[src/rtl/banco_registros_param.sv]
// Parametrised clocked register file: two read ports with write-first bypass,
// optional hardwired-zero entry, optional registered reads, and a clear sequencer.
module banco_registros_param #(
  parameter int unsigned ANCHO     = 32,
  parameter int unsigned DIR_ANCHO = 5,
  parameter int unsigned REG_CERO  = 1,
  parameter int unsigned LEC_REG   = 0
) (
  input  logic                 clk,
  input  logic                 rst,
  input  logic [DIR_ANCHO-1:0] dirlec1,
  input  logic [DIR_ANCHO-1:0] dirlec2,
  output logic [ANCHO-1:0]     datolec1,
  output logic [ANCHO-1:0]     datolec2,
  input  logic [DIR_ANCHO-1:0] diresc,
  input  logic [ANCHO-1:0]     datoesc,
  input  logic                 enesc,
  input  logic                 limpiar,
  output logic                 ocupado,
  output logic                 descartado
);

  localparam int unsigned PROF = 2 ** DIR_ANCHO;
  localparam bit CeroFijo = (REG_CERO != 0);

  typedef enum logic [0:0] {StInactivo, StLimpiando} estado_e;

  estado_e                estado_q, estado_d;
  logic [DIR_ANCHO-1:0]   contador_q, contador_d;
  logic [ANCHO-1:0]       mem_q [PROF];
  logic [ANCHO-1:0]       mem_d [PROF];
  logic                   descartado_q, descartado_d;

  logic                   esc_cero;
  logic                   esc_valida;
  logic [DIR_ANCHO-1:0]   dirlec [2];
  logic [ANCHO-1:0]       lec_d  [2];

  assign esc_cero   = CeroFijo && (diresc == '0);
  assign esc_valida = enesc && (estado_q == StInactivo) && !limpiar && !esc_cero;

  always_comb begin
    mem_d        = mem_q;
    estado_d     = estado_q;
    contador_d   = contador_q;
    // Writes to the hardwired-zero entry vanish without flagging a drop.
    descartado_d = enesc && !esc_cero && ((estado_q != StInactivo) || limpiar);
    unique case (estado_q)
      StInactivo: begin
        if (limpiar) begin
          estado_d   = StLimpiando;
          contador_d = '0;
        end else if (esc_valida) begin
          mem_d[diresc] = datoesc;
        end
      end
      StLimpiando: begin
        mem_d[contador_q] = '0;
        contador_d        = contador_q + DIR_ANCHO'(1);
        if (contador_q == '1) begin
          estado_d = StInactivo;
        end
      end
      default: estado_d = StInactivo;
    endcase
  end

  always_ff @(posedge clk or posedge rst) begin
    if (rst) begin
      estado_q     <= StInactivo;
      contador_q   <= '0;
      descartado_q <= 1'b0;
      for (int i = 0; i < PROF; i++) begin
        mem_q[i] <= '0;
      end
    end else begin
      estado_q     <= estado_d;
      contador_q   <= contador_d;
      descartado_q <= descartado_d;
      for (int i = 0; i < PROF; i++) begin
        mem_q[i] <= mem_d[i];
      end
    end
  end

  assign ocupado    = (estado_q == StLimpiando);
  assign descartado = descartado_q;

  assign dirlec[0] = dirlec1;
  assign dirlec[1] = dirlec2;

  always_comb begin
    for (int p = 0; p < 2; p++) begin
      lec_d[p] = mem_q[dirlec[p]];
      if (esc_valida && (diresc == dirlec[p])) begin
        lec_d[p] = datoesc;
      end
      if (CeroFijo && (dirlec[p] == '0)) begin
        lec_d[p] = '0;
      end
    end
  end

  if (LEC_REG != 0) begin : g_lec_reg
    logic [ANCHO-1:0] lec_q [2];

    always_ff @(posedge clk or posedge rst) begin
      if (rst) begin
        lec_q[0] <= '0;
        lec_q[1] <= '0;
      end else begin
        lec_q[0] <= lec_d[0];
        lec_q[1] <= lec_d[1];
      end
    end

    assign datolec1 = lec_q[0];
    assign datolec2 = lec_q[1];
  end else begin : g_lec_comb
    assign datolec1 = lec_d[0];
    assign datolec2 = lec_d[1];
  end

endmodule

[config.mk]
export PLATFORM = sky130hd
export DESIGN_NAME = banco_registros_param
export DESIGN_NICKNAME = d
export VERILOG_FILES = /design/src/rtl/banco_registros_param.sv
export SDC_FILE = /design/constraint.sdc
export NUM_CORES = 2
export LEC_CHECK = 0
export ABC_AREA = 0
export CAP_MARGIN = 15
export CORE_ASPECT_RATIO = 0.7
export CORE_MARGIN = 4
export CORE_UTILIZATION = 45
export CTS_BUF_LIST = sky130_fd_sc_hd__clkbuf_16
export CTS_CLUSTER_DIAMETER = 100
export CTS_CLUSTER_SIZE = 24
export DETAILED_ROUTE_END_ITERATION = 12
export GPL_TIMING_DRIVEN = 0
export PLACE_DENSITY = 0.73
export SETUP_SLACK_MARGIN = 0.02
export SLEW_MARGIN = 15
export SYNTH_ARGS = -nofsm -noshare
export SYNTH_HDL_FRONTEND = slang
export SYNTH_SLANG_ARGS = --single-unit
[constraint.sdc]
create_clock -name clk -period 42.1 [get_ports clk]
set_clock_uncertainty 0.2 [all_clocks]
set_input_delay 8.42 -clock clk [delete_from_list [all_inputs] [get_ports clk]]
set_output_delay 8.42 -clock clk [all_outputs]
set_load 0.01 [all_outputs]
Yosys cells after proc, flatten, opt, wreduce, memory -nomap -nowiden
Cells that the tools add are included.
Widths: inputs -> output; s select.

word-level totals
  bits in registers = 1,031
  bits in latches = 0
  memory bits (writable) = 0
  ROM bits = 0
  memories = 0

operators by class
  add/subtract/negate cells = 1
  multiply operators = 0
  divide/modulo/power cells = 0
  magnitude comparators = 6
  equality and inequality tests = 6
  shift operators = 0
  muxes and demuxes = 23
  bitwise gates (word level) = 7
  reduce and logical (&&, ||, !) cells = 16

operator list
  operator              count
  $mux 1024             2
  $pmux 1024 s2         1
  $and 1024x1024->1024  1
  $bwmux 1024           1
  $not 1024->1024       1
  $bmux 32 s5           2
  $demux 32 s5          2
  $mux 32               10
  $ge 6x6->1 const B    4
  $not 5->6             4
  $logic_not 5->1       3
  $lt 6x1->1 const B    2
  $eq 5x5->1            2
  $pmux 5 s2            1
  $logic_and 1x1->1     9
  $ne 2x2->1 const B    3
  $add 5x1->5 const B   1
  $eq 5x5->1 const B    1
  $mux 5                1
  $logic_not 1->1       2
  $mux 1                2
  $pmux 1 s2            1
  $reduce_and 2->1      1
  $logic_or 1x1->1      1
  $not 1->1             1

Logic depth before layout (Yosys ltp)
  depth after elaboration = 9
  gate-level depth with buffers = 11
  depth with buffers taken out = 6

Worst setup path before layout
Ideal clock, no wire load.

  kind = input to output
  start point = in diresc[3]
  end point = out datolec2[16]
  arrival = 10,203 ps
  path slack = 23,277 ps
  cell stages on the path = 7
  cell sequence = clkbuf_1 > xor2_1 > or3b_1 > or4_1 > buf_2 > buf_2 > a211oi_1

between the ends
  word-level cells in the longest chain between the ends = 6
  elaborated cells between the ends (all ways) = 7
  classes of those cells = eq/ne (1); mux (2); reduce/logical (4)

RTL lines
  what                 line  text
  start: declaration   15    input logic [DIR_ANCHO-1:0] diresc,
  $logic_not 5->1      39    assign esc_cero = CeroFijo && (diresc == '0);
  $logic_not 1->1      40    assign esc_valida = enesc && (estado_q == StInactivo) && !limpiar && !esc_cero;
  $logic_and 1x1->1    40
  $logic_and 1x1->1 *  95    if (esc_valida && (diresc == dirlec[p])) begin
  $mux 32 *            95
  $mux 32 *            98    if (CeroFijo && (dirlec[p] == '0)) begin
  end: declaration     14    output logic [ANCHO-1:0] datolec2,

Mark *: on every way between the ends. The rest lies on a longest branch, timed or not.

Worst setup path after layout
  start point = in dirlec2[2]
  end point = out datolec2[24]

between the ends
  word-level cells in the longest chain between the ends = 6
  elaborated cells between the ends (all ways) = 9
  classes of those cells = eq/ne (1); mux (5); bitwise (1); reduce/logical (2)

RTL lines
  what                                        line  text
  start: declaration                          12    input logic [DIR_ANCHO-1:0] dirlec2,
  $not 5->6 (not written as such)             94    lec_d[p] = mem_q[dirlec[p]];
  $bmux 32 s5                                 94
  $mux 32 (not written as such) (2 in a row)  94
  $mux 32                                     95
  $mux 32 *                                   98

Mark *: on every way between the ends. The rest lies on a longest branch, timed or not. The select of a mux whose other input is x is not followed.

==> impl_metrics.yaml <==
status:
  outcome: "complete, but fails checks"
  violations: "max-capacitance violations"
global_route:
  grtUsageTotal_pct: 53.96
  antenna_found_initial: 26
  grt_pass1_wl_um: 448200
  grt_pass1_vias: 44682
  overflow: 0
  grt_max_degree: 111
timing:
  setup_viol: 0
  tightest_slew_ns: 1.470
  fmax_ghz: 0.04380
  period_share_pct: 54.23
  slew_viol_final: 0
  rsz0062_at_grt: "no"
  relSlewSlack_pct: 0.9540
  report.final.hold_viol_count: 0
  period_minus_slack_ns: 22.83
floorplan:
  die_area_um2: 126100
  io_pins: 117
  dieWidth_um: 422.7
  start_util_pct: 45.34
  std_cell_rows: 106
  core_um2: 119500
  die_y_um: 298.3
critical_path:
  end_kind: "output port"
  crit_slowest_cell: "clkbuf_1"
  r2r-end: "mem_q[760]"
  ff2ff_path_depth: 7
  r2r_slack_ns: 37.49
  critical_path_class: "input pin to output port"
  critPathLaunchType: "input pin"
  required_ns: 33.48
  critPathCapture: "datolec2[24]"
  slowest_delay_ns: 0.87
  critPathArrivalTime_ns: 14.21
  startpoint: "dirlec2[2]"
  r2r_start: "ocupado"
  critical_path.cell_chain: "clkdlybuf4s50_1 > buf_2 > buf_2 > nand2_1 > clkbuf_1 > o22ai_1 > nor4_1 > a21oi_1 > a211oi_1 > clkdlybuf4s50_1"
  crit_fanout: 10
final_layout:
  drive_gt1_share_pct: 15.72
  post-route-util_pct: 49.63
  seq_area_um2: 25800
  mostFrequentLayoutCell: "dfrtp_1"
  most-common-layout-cells: "dfrtp_1, a22o_1, clkbuf_1"
  final_cells: 6056
  syn2layout_area_growth_pct: 9.473
  final_nets: 4457
  fill_cells: 10540
  fin_area_um2: 59310
  multiInputGateArea_um2: 25920
drt:
  maxUsedRoutingLayer: "met5"
  route.met2.wl_um: 121600
  avgViaCountPerCell: 8.207
  wl_met3_um: 75360
  drt_iter0_drc: 9747
  routedLengthMet1_um: 127500
  detail_route.wl_per_cell_um: 57.49
  drt_first_pass_iters: 7
  drc: 0
  num_vias: 49699
  wirelength_um: 348200
  drtAntennaViolNets: 0
logic_synthesis:
  ys.flop_type: "dfrtp_1"
  synth_edf_count: 0
  syn_area_um2: 54180
  ys_seq_area_share_pct: 47.62
  avgSynthCellArea_um2: 12.80
  synthArstFlopShare_pct: 100.0
  synth.distinct_cells: 63
  syn_inst: 4233
  yosys_warnings: 0
  synth_fp_nets: 4289
  synth.ff_latch_count: 1031
placement:
  gp_congestion: 1.114
  place_hpwl_um: 256400
  placed_cell_area_um2: 57730
  placed_cells: 5961
  io_buffer_count: 75
clock_network:
  clock_latency_ns: 0.70
  cts_sinks: 1031
  cts_root_buf: "clkbuf_16"
  cts_resized: 0
  clkSlewWorstSetupHoldPaths_ns: 0.10
  cts_tree: "yes"
  ctsHoldBuffers: 0
  cts_buffers: 51
  cts_setup_buffers: 0
  cts_buffer_depth: 3
  htree_levels: 2
power:
  leakage_nw: 26.02
  ir_drop_mv: 0.04076
  total_power_mw: 2.273
  p_per_area_nw_per_um2: 38.32
worst_hold_path:
  whs_path_depth: 1
  min_path_type: "flip-flop to flip-flop"
run:
  drv_cap: 1
==> stage by stage <==
| stage | setup TNS (ns) | hold slack, ns | setup slack, ns |
|---|---|---|---|
| 5_1_grt | 0 | 0.3360 | 19.75 |
| 4_1_cts | 0 | 0.3200 | 19.78 |
| 2_1_floorplan | 0 | 0.2666 | 4.465 |
| 6_report | 0 | 0.3298 | 19.27 |
| 3_3_place_gp | -8375.79 | 0.2914 | -8.424 |
| 3_5_place_dp | 0 | 0.2969 | 19.80 |
==> cell usage after synthesis (all sizes together), types with 22 or more instances <==
library cell  number  area [um^2]
and2              44        275.3
a22o            1006         8811
mux2i            297         2973
a21oi             75        375.4
o22ai             90        563.0
dfrtp           1031        25800
nor2             162        608.1
nor2b             22        137.6
clkbuf           384         1441
nor3              45        270.3
buf              172         1079
mux4             351         7905
a31oi             29        181.4
mux2              25        285.3
nand2             70        262.8
nand3             24        120.1
a221oi            86        753.2
a22oi             44        330.3
o21ai             63        315.3
==> critical path, delay by kind of cell <==
kind / cells / cell delay (ns)
and+or+nand+nor: 2 / 1.35
buffers and inverters: 5 / 2.95
AOI/OAI and AO/OA: 3 / 1.44
==> worst min-delay path by stage <==
stage | startpoint | endpoint | slack (ns)
after floorplan | mem_q[1000] | mem_q[1000] | 0.27
after global placement | mem_q[1011] | mem_q[1011] | 0.29
after detailed placement | mem_q[1020] | mem_q[1020] | 0.30
after CTS | mem_q[1011] | mem_q[1011] | 0.32
after global routing | mem_q[350] | mem_q[350] | 0.34
final | mem_q[687] | mem_q[687] | 0.33
==> power by group <==
part | internal (mW) | switching, mW | total (mW)
clock network | 0.236 | 0.367 | 0.603
registers | 1.04 | 0.0516 | 1.09
logic | 0.155 | 0.425 | 0.580
total | 1.43 | 0.844 | 2.27
==> logic make-up after synthesis <==
logic type	count (synthesis)	share of synthesized area, %
buffers and inverters	567	4.727
muxes	673	20.60
adders and majority gates	5	0.1155
and+or+nand+nor	434	3.942
DFF	1031	47.62
xor gates and xnor gates	12	0.2217
AOI/OAI and AO/OA	1511	22.77
==> final cells by class <==
class	count	share of cell area, %
plain buffers	556	4.335
repair buffers	115	2.424
diodes	27	0.1139
well taps	1620	3.418
clock buffers	53	2.236
clock inverters	8	0.1941
inverters	11	0.08227
multi-input cells	2635	43.70
flip-flops and latches	1031	43.50
==> metal layers <==
layer	global-route usage, %	vias to the layer above
li1	-	17205
met1	67.96	25900
met2	62.72	5530
met3	44.75	1030
met4	26.22	34
met5	8.523	-
==> sequential cells by signal (all words and copies together) (netlist names) <==
register    count
ocupado         1
contador_q      5
descartado      1
mem_q        1024
(Power assumes the default switching activity.)
